[src/rtl/alu_seq_pkg.sv]
// Shared definitions for the ALU sequencer: state encoding, opcode constants,
// opcode-class decode and the legal range of the multi-cycle EXEC length.
package alu_seq_pkg;

  localparam logic [2:0] ST_IDLE  = 3'd0;
  localparam logic [2:0] ST_GET_A = 3'd1;
  localparam logic [2:0] ST_GET_B = 3'd2;
  localparam logic [2:0] ST_EXEC  = 3'd3;
  localparam logic [2:0] ST_HOLD  = 3'd4;

  localparam logic [3:0] OP_LAST_BIN = 4'h7;
  localparam logic [3:0] OP_NOT      = 4'h8;
  localparam logic [3:0] OP_MUL      = 4'h9;
  localparam logic [3:0] OP_DIV      = 4'hA;

  localparam int unsigned MC_CYCLES_MIN = 2;
  localparam int unsigned MC_CYCLES_MAX = 15;

  typedef enum logic [1:0] {
    CLS_BIN_SC  = 2'd0,
    CLS_UN_SC   = 2'd1,
    CLS_BIN_MC  = 2'd2,
    CLS_ILLEGAL = 2'd3
  } op_class_e;

  function automatic op_class_e op_class(input logic [3:0] op);
    if (op <= OP_LAST_BIN)             return CLS_BIN_SC;
    else if (op == OP_NOT)             return CLS_UN_SC;
    else if (op == OP_MUL || op == OP_DIV) return CLS_BIN_MC;
    else                               return CLS_ILLEGAL;
  endfunction

endpackage

[src/rtl/alu_exec_counter.sv]
// EXEC-phase cycle counter: loads a length, counts down, and flags the last
// cycle. Saturates at zero so it can never wrap.
module alu_exec_counter
  import alu_seq_pkg::*;
(
  input  logic       clk,
  input  logic       rst,
  input  logic       load_i,
  input  logic [3:0] load_val_i,
  input  logic       dec_i,
  output logic       is_one_o
);

  logic [3:0] cnt_q, cnt_d;

  always_comb begin
    cnt_d = cnt_q;
    if (load_i) begin
      cnt_d = load_val_i;
    end else if (dec_i && cnt_q != '0) begin
      cnt_d = cnt_q - 4'd1;
    end
  end

  always_ff @(posedge clk or posedge rst) begin
    if (rst) cnt_q <= '0;
    else     cnt_q <= cnt_d;
  end

  assign is_one_o = (cnt_q == 4'd1);

endmodule

[src/rtl/alu_seq_ctrl.sv]
// Control sequencer for a simple ALU: accepts an opcode, collects one or two
// operand beats, runs the ALU for 1 or MC_CYCLES cycles, then holds the result.
module alu_seq_ctrl
  import alu_seq_pkg::*;
#(
  parameter int unsigned WIDTH     = 8,
  parameter int unsigned MC_CYCLES = 8
) (
  input  logic             clk,
  input  logic             rst,
  input  logic             cmd_valid,
  output logic             cmd_ready,
  input  logic [3:0]       cmd_op,
  input  logic             opnd_valid,
  output logic             opnd_ready,
  input  logic [WIDTH-1:0] opnd_data,
  output logic             ld_a,
  output logic             ld_b,
  output logic             ld_res,
  output logic [3:0]       alu_op,
  output logic             alu_step,
  output logic             res_valid,
  input  logic             res_ready,
  output logic             busy,
  output logic             err
);

  if (MC_CYCLES < MC_CYCLES_MIN || MC_CYCLES > MC_CYCLES_MAX) begin : g_mc_range
    $error("alu_seq_ctrl: MC_CYCLES outside 2..15");
  end

  localparam logic [3:0] MC_LOAD = 4'(MC_CYCLES);

  logic [2:0] state_q, state_d;
  logic [3:0] alu_op_q, alu_op_d;
  logic       cnt_load, cnt_is_one;
  logic [3:0] cnt_load_val;

  // Operand data flows straight to the datapath; it never affects sequencing.
  logic unused_opnd;
  assign unused_opnd = ^opnd_data;

  always_comb begin
    state_d      = state_q;
    alu_op_d     = alu_op_q;
    cmd_ready    = 1'b0;
    opnd_ready   = 1'b0;
    ld_a         = 1'b0;
    ld_b         = 1'b0;
    ld_res       = 1'b0;
    alu_step     = 1'b0;
    res_valid    = 1'b0;
    err          = 1'b0;
    cnt_load     = 1'b0;
    cnt_load_val = (op_class(alu_op_q) == CLS_BIN_MC) ? MC_LOAD : 4'd1;
    // The IDLE handshake is suppressed while rst is held so err cannot pulse.
    if (!rst) begin
      case (state_q)
        ST_IDLE: begin
          cmd_ready = 1'b1;
          if (cmd_valid) begin
            if (op_class(cmd_op) == CLS_ILLEGAL) begin
              err = 1'b1;
            end else begin
              alu_op_d = cmd_op;
              state_d  = ST_GET_A;
            end
          end
        end
        ST_GET_A: begin
          opnd_ready = 1'b1;
          if (opnd_valid) begin
            ld_a = 1'b1;
            if (op_class(alu_op_q) == CLS_UN_SC) begin
              cnt_load = 1'b1;
              state_d  = ST_EXEC;
            end else begin
              state_d  = ST_GET_B;
            end
          end
        end
        ST_GET_B: begin
          opnd_ready = 1'b1;
          if (opnd_valid) begin
            ld_b     = 1'b1;
            cnt_load = 1'b1;
            state_d  = ST_EXEC;
          end
        end
        ST_EXEC: begin
          alu_step = 1'b1;
          if (cnt_is_one) begin
            ld_res  = 1'b1;
            state_d = ST_HOLD;
          end
        end
        ST_HOLD: begin
          res_valid = 1'b1;
          if (res_ready) state_d = ST_IDLE;
        end
        default: state_d = ST_IDLE;
      endcase
    end
  end

  always_ff @(posedge clk or posedge rst) begin
    if (rst) begin
      state_q  <= ST_IDLE;
      alu_op_q <= '0;
    end else begin
      state_q  <= state_d;
      alu_op_q <= alu_op_d;
    end
  end

  alu_exec_counter u_exec_counter (
    .clk        (clk),
    .rst        (rst),
    .load_i     (cnt_load),
    .load_val_i (cnt_load_val),
    .dec_i      (alu_step),
    .is_one_o   (cnt_is_one)
  );

  assign alu_op = alu_op_q;
  assign busy   = (state_q != ST_IDLE);

endmodule

[config.mk]
export PLATFORM = sky130hd
export DESIGN_NAME = alu_seq_ctrl
export DESIGN_NICKNAME = d
export VERILOG_FILES = /design/src/rtl/alu_seq_pkg.sv /design/src/rtl/alu_exec_counter.sv /design/src/rtl/alu_seq_ctrl.sv
export SDC_FILE = /design/constraint.sdc
export NUM_CORES = 1
export LEC_CHECK = 0
export CORE_UTILIZATION = 45
export CTS_BUF_LIST = sky130_fd_sc_hd__clkbuf_8
export DETAILED_ROUTE_END_ITERATION = 6
export PLACE_DENSITY_LB_ADDON = 0.1
export SYNTH_ARGS = -nofsm -noshare
export SYNTH_HDL_FRONTEND = slang
export SYNTH_SLANG_ARGS = --single-unit
[constraint.sdc]
create_clock -name clk -period 3.1 [get_ports clk]
set_input_delay 0.775 -clock clk [delete_from_list [all_inputs] [get_ports clk]]
set_output_delay 0.775 -clock clk [all_outputs]
set_load 0.05 [all_outputs]
Word-level counts from Yosys, hierarchy flattened. Cells that the tools add are included.

Word-level logic and storage cells: 85. Register bits: 11. Input bits: 17. Output and inout port bits: 13.

$lt $le $gt $ge: 2. Muxes and demuxes: 47. Bitwise operators: 2. Equal/unequal tests: 20. $add $sub $neg: 1. Reduce and logical (&&, ||, !) cells: 10.

Operator list (number): $mux 1 (26); $eq 4x4->1 const B (6); $mux 2 (10); $mux 3 (6); $pmux 3 s5 (1); $mux 4 (3); $ne 2x2->1 const B (6); $le 4x3->1 const B (2); $reduce_and 7->1 (1); $eq 3x2->1 const B (2); $eq 2x2->1 const B (2); $eq 4x1->1 const B (1); $reduce_and 4->1 (1); $reduce_bool 4->1 (1); $sub 4x1->4 const B (1); $eq 3x1->1 const B (1); $eq 3x3->1 const B (1); $logic_not 3->1 (1); $reduce_bool 3->1 (1); $eq 2x1->1 const B (1); $logic_or 1x1->1 (2); $not 1->1 (2); $pmux 1 s2 (1); $reduce_bool 2->1 (1); 2 further kinds (2).

Depth between registers and ports, before layout.
Word-level depth: 14. Mapped depth: 6. Mapped depth without buffers: 6.

By module. Synthesis repeated with hierarchy kept, for this count alone.

Cell total of the unflattened synthesis: 82. Area, all modules: 809.5 um2.

By module, submodules not included: alu_seq_ctrl (cells an instance 52, sequential area each 175.2 um2, instances 1, area each 523.0 um2); alu_exec_counter (cells an instance 30, sequential area each 100.1 um2, instances 1, area each 286.5 um2).

Least setup slack after synthesis. Ideal clock, no wire load.

Path kind: input-to-output. Start: input rst. End: output err. Setup slack: -0.288 ns. Buffers on the path: 0. Required time: 2.325 ns. Data arrival time: 2.613 ns. Cell stages on the path: 3. Cells stage by stage: nor4_2 -> nand2_1 -> nor2_1.

Longest elaborated chain between the ends: 1.

Ends and longest elaborated chain: start: declaration (RTL line alu_seq_ctrl.sv:10) `input logic rst,`; $mux 1 (RTL line alu_seq_ctrl.sv:57) `if (!rst) begin`; end: declaration (RTL line alu_seq_ctrl.sv:25) `output logic err`.

No other way between the ends.

Final worst setup path.
Start: input rst. End: output ld_a.

Longest elaborated chain between the ends: 1.

Ends and longest elaborated chain: $mux 1 (RTL line alu_seq_ctrl.sv:57); end: declaration (RTL line alu_seq_ctrl.sv:17) `output logic ld_a,`.

No other way between the ends.

==> summary.md <==
| Metric | Value |
|---|---|
| Total clock sinks | `11` |
| Post-synth top area cell | `dfrtp_1` |
| Clock Tree Buf Depth | `2` |
| Antenna Cells | `0` |
| Slowest-stage cell, CP | `clkdlybuf4s50_1` |
| # fillers | `112` |
| Buf/Inv on CP | `2` |
| Max Fanout on Critical Path | `5` |
| Worst-Margin Slew | `0.495 ns` |
| Sequential-to-total area share from yosys stat | `0.365` |
| Setup TNS | `0 ns` |
| Drt first pass iters | `4` |
| Lkg Pwr | `0.485 nW` |
| Synth Cell Area | `754 um2` |
| Clk_lat worst skew | `0.24 ns` |
| Mapped Cells | `79` |
| Post-Layout Inst Area | `1120 um2` |
| Fin crit period | `2.89 ns` |
| Initial antenna violation count | `0` |
| Post-route clock skew | `0.000703 ns` |
| Worst hold path depth | `2` |
| Post-DP HPWL | `1.23 mm` |
| YS warnings | `0` |
| CTS root buf | `clkbuf_8` |
| DR vias/cell | `5.43` |
| Die width | `42.9 um` |
| First-pass GRT wire length | `2.65 mm` |
| Synth-to-Final Area Change | `48.9%` |
| Post-CTS Resized | `0` |
| Hold Buf Count CTS | `0` |
| Hold_sp | `alu_op[3]$_DFFE_PP0P_` |
| Slew HR | `0.669` |
| Placed cell area | `1080 um2` |
| Synth cell types | `35` |
| # Post-CTS Setup Buffers | `0` |
| Largest net degree at the start of global routing | `12` |
| Gpl congestion | `0.790` |
| GRT overflow | `0` |
| Worst R2R Start | `alu_op[0]$_DFFE_PP0P_` |
| Worst setup path class | `in -> out` |
| DR WL/cell | `12.5 um` |
| Clock slew at reported path FFs | `0.06 ns` |
| Routed via count | `657` |
| CP Launch Type | `input pin` |
| RSZ-0062 raised after global routing | `false` |
| CTS tree | `yes` |
| Maximum vdd drop | `0.801 mV` |
| DRT Wirelength | `1.51 mm` |
| Max_cap viols | `0` |
| Layout cells sized above 1 | `0.248` |
| Number of synthesized register bits | `11` |
| Post-route ant nets | `0` |
| Worst endpoint required time | `2.32 ns` |
| Die area | `1840 um2` |
| Worst R2R Path Depth | `4` |
| Status | `finished, final reports clean` |
| Crit path max-delay family | `buffers and inverters` |
| Ys flop type | `dfrtp_1` |
| I/O Buffers | `21` |
| GRT Total Usage | `0.195` |
| Max Clock Freq | `346 MHz` |
| CP endpoint kind | `output port` |
| Max-slew violations | `0` |
| Post-synth ARST share | `1.00` |
| Syn avg cell area | `9.55 um2` |
| Reg-to-reg endpoint | `u_exec_counter.cnt_q[0]$_DFFE_PP0P_` |
| # nets final | `125` |
| Worst hold slack | `0.562 ns` |
| Drt drc | `0` |
| Ranking of synthesized cells by area | `dfrtp_1 36%, mux2_2 6.0%, nor2_1 5.5%, nand2_1 4.0%, xnor2_1 3.5%` |
| Final Setup Violations | `0` |
| Commonest cells post-synth | `11 x dfrtp_1, 11 x nor2_1, 8 x nand2_1` |
| Core footprint | `1540 um2` |
| Initial Utilization | `0.489` |
| Number of I/O pins | `30` |
| First DRT Iteration DRCs | `13` |
| Htree depth | `1` |
| Critical path arrival | `2.11 ns` |
| Worst path max stage delay | `0.53 ns` |
| CTS Buf Count | `3` |
| Critical Path Source | `rst` |
| Vias in the first global route | `597` |
| Critical path, cell by cell | `clkdlybuf4s50_1, nor2_1, nand2_1, nor3_1, buf_12` |
| Hold Path Sink | `alu_op[3]$_DFFE_PP0P_` |
| Power Dens Cells | `1050 nW/um2` |
| Syn_nets | `98` |
| Setup slack, reg-to-reg | `1.34 ns` |
| Min-delay worst type | `reg -> reg` |
| Post-synth top area share | `0.365` |
| Die Y | `42.9 um` |
| Final Hold Violating Endpoints | `0` |
| Post-synth EDFFs | `0` |
| Fin util | `0.729` |
| Final Cycle Share | `0.932` |
| Std-Cell Rows | `14` |
==> worst max-delay path by stage <==
stage                 to  cells past startpoint
global placement    ld_a                      5
CTS                 ld_a                      5
global route        ld_a                      5
finish              ld_a                      5
floorplan            err                      3
detailed placement  ld_a                      5
==> cells in the final DEF (no fill, tap or decap), types with 2 or more instances in the layout <==
cell type,synthesis,layout
mux2i_1,2,2
buf_4,1,3
dfrtp_1,11,11
buf_12,0,8
clkbuf_8,0,3
nand3b_1,2,2
nor2_1,11,11
nor3_1,2,2
ha_1,2,2
mux2_2,4,4
clkdlybuf4s50_1,0,13
inv_1,6,6
a21o_1,2,2
a21oi_1,3,3
nand2_1,8,8
xnor2_1,3,3
==> kinds of logic after synthesis <==
group	count (synthesis)	share of synthesized area
and+or+nand+nor	35	0.269
AOI/OAI and AO/OA	13	0.146
DFF	11	0.365
buffers and inverters	8	0.0547
muxes	6	0.0862
xor gates and xnor gates	4	0.0464
adders and majority gates	2	0.0332
==> report_power, final <==
group	total, mW	internal (mW)	switching (mW)
registers	0.312	0.212	0.0998
logic	0.716	0.324	0.392
clock network	0.147	0.0885	0.0584
total	1.17	0.624	0.550
==> registers in the layout (all words and copies together), names as in the netlist <==
register / flops
alu_op: 4
state_q: 3
u_exec_counter.cnt_q: 4
==> final cells by class <==
type	instances	area [um2]	area share
Multi-Input combinational cell	60	447	0.398
Timing Repair Buffer	24	313	0.278
Sequential cell	11	275	0.245
Clock buffer	3	41.3	0.0367
Inverter	6	22.5	0.0200
Tap cell	16	20.0	0.0178
Clock inverter	1	5.00	0.00445
==> layer usage <==
metal / global-route usage / part of all wire / vias up
met5: 0 / 0 / -
met4: 0.0909 / 0.011 / 0
met3: 0.0383 / 0.031 / 2
met2: 0.285 / 0.49 / 13
met1: 0.276 / 0.46 / 311
li1: - / - / 331
==> worst reg2reg max path: cells and delay by family, from the launching register on <==
| kind | cells | cell delay [ns] |
|---|---|---|
| flops | 1 | 0.41 |
| compound gates | 1 | 0.27 |
| mux | 1 | 0.36 |
| simple gates | 2 | 0.61 |
==> stage by stage <==
stage	total power, mW	std cells	setup WS (ns)
after floorplan	0.802	79	0.113
after global placement	1.02	117	0.201
after detailed placement	1.03	117	0.201
after CTS	1.19	121	0.207
after global routing	1.25	121	0.114
final	1.17	121	0.212
No activity file was read; power rests on OpenSTA's default activity.
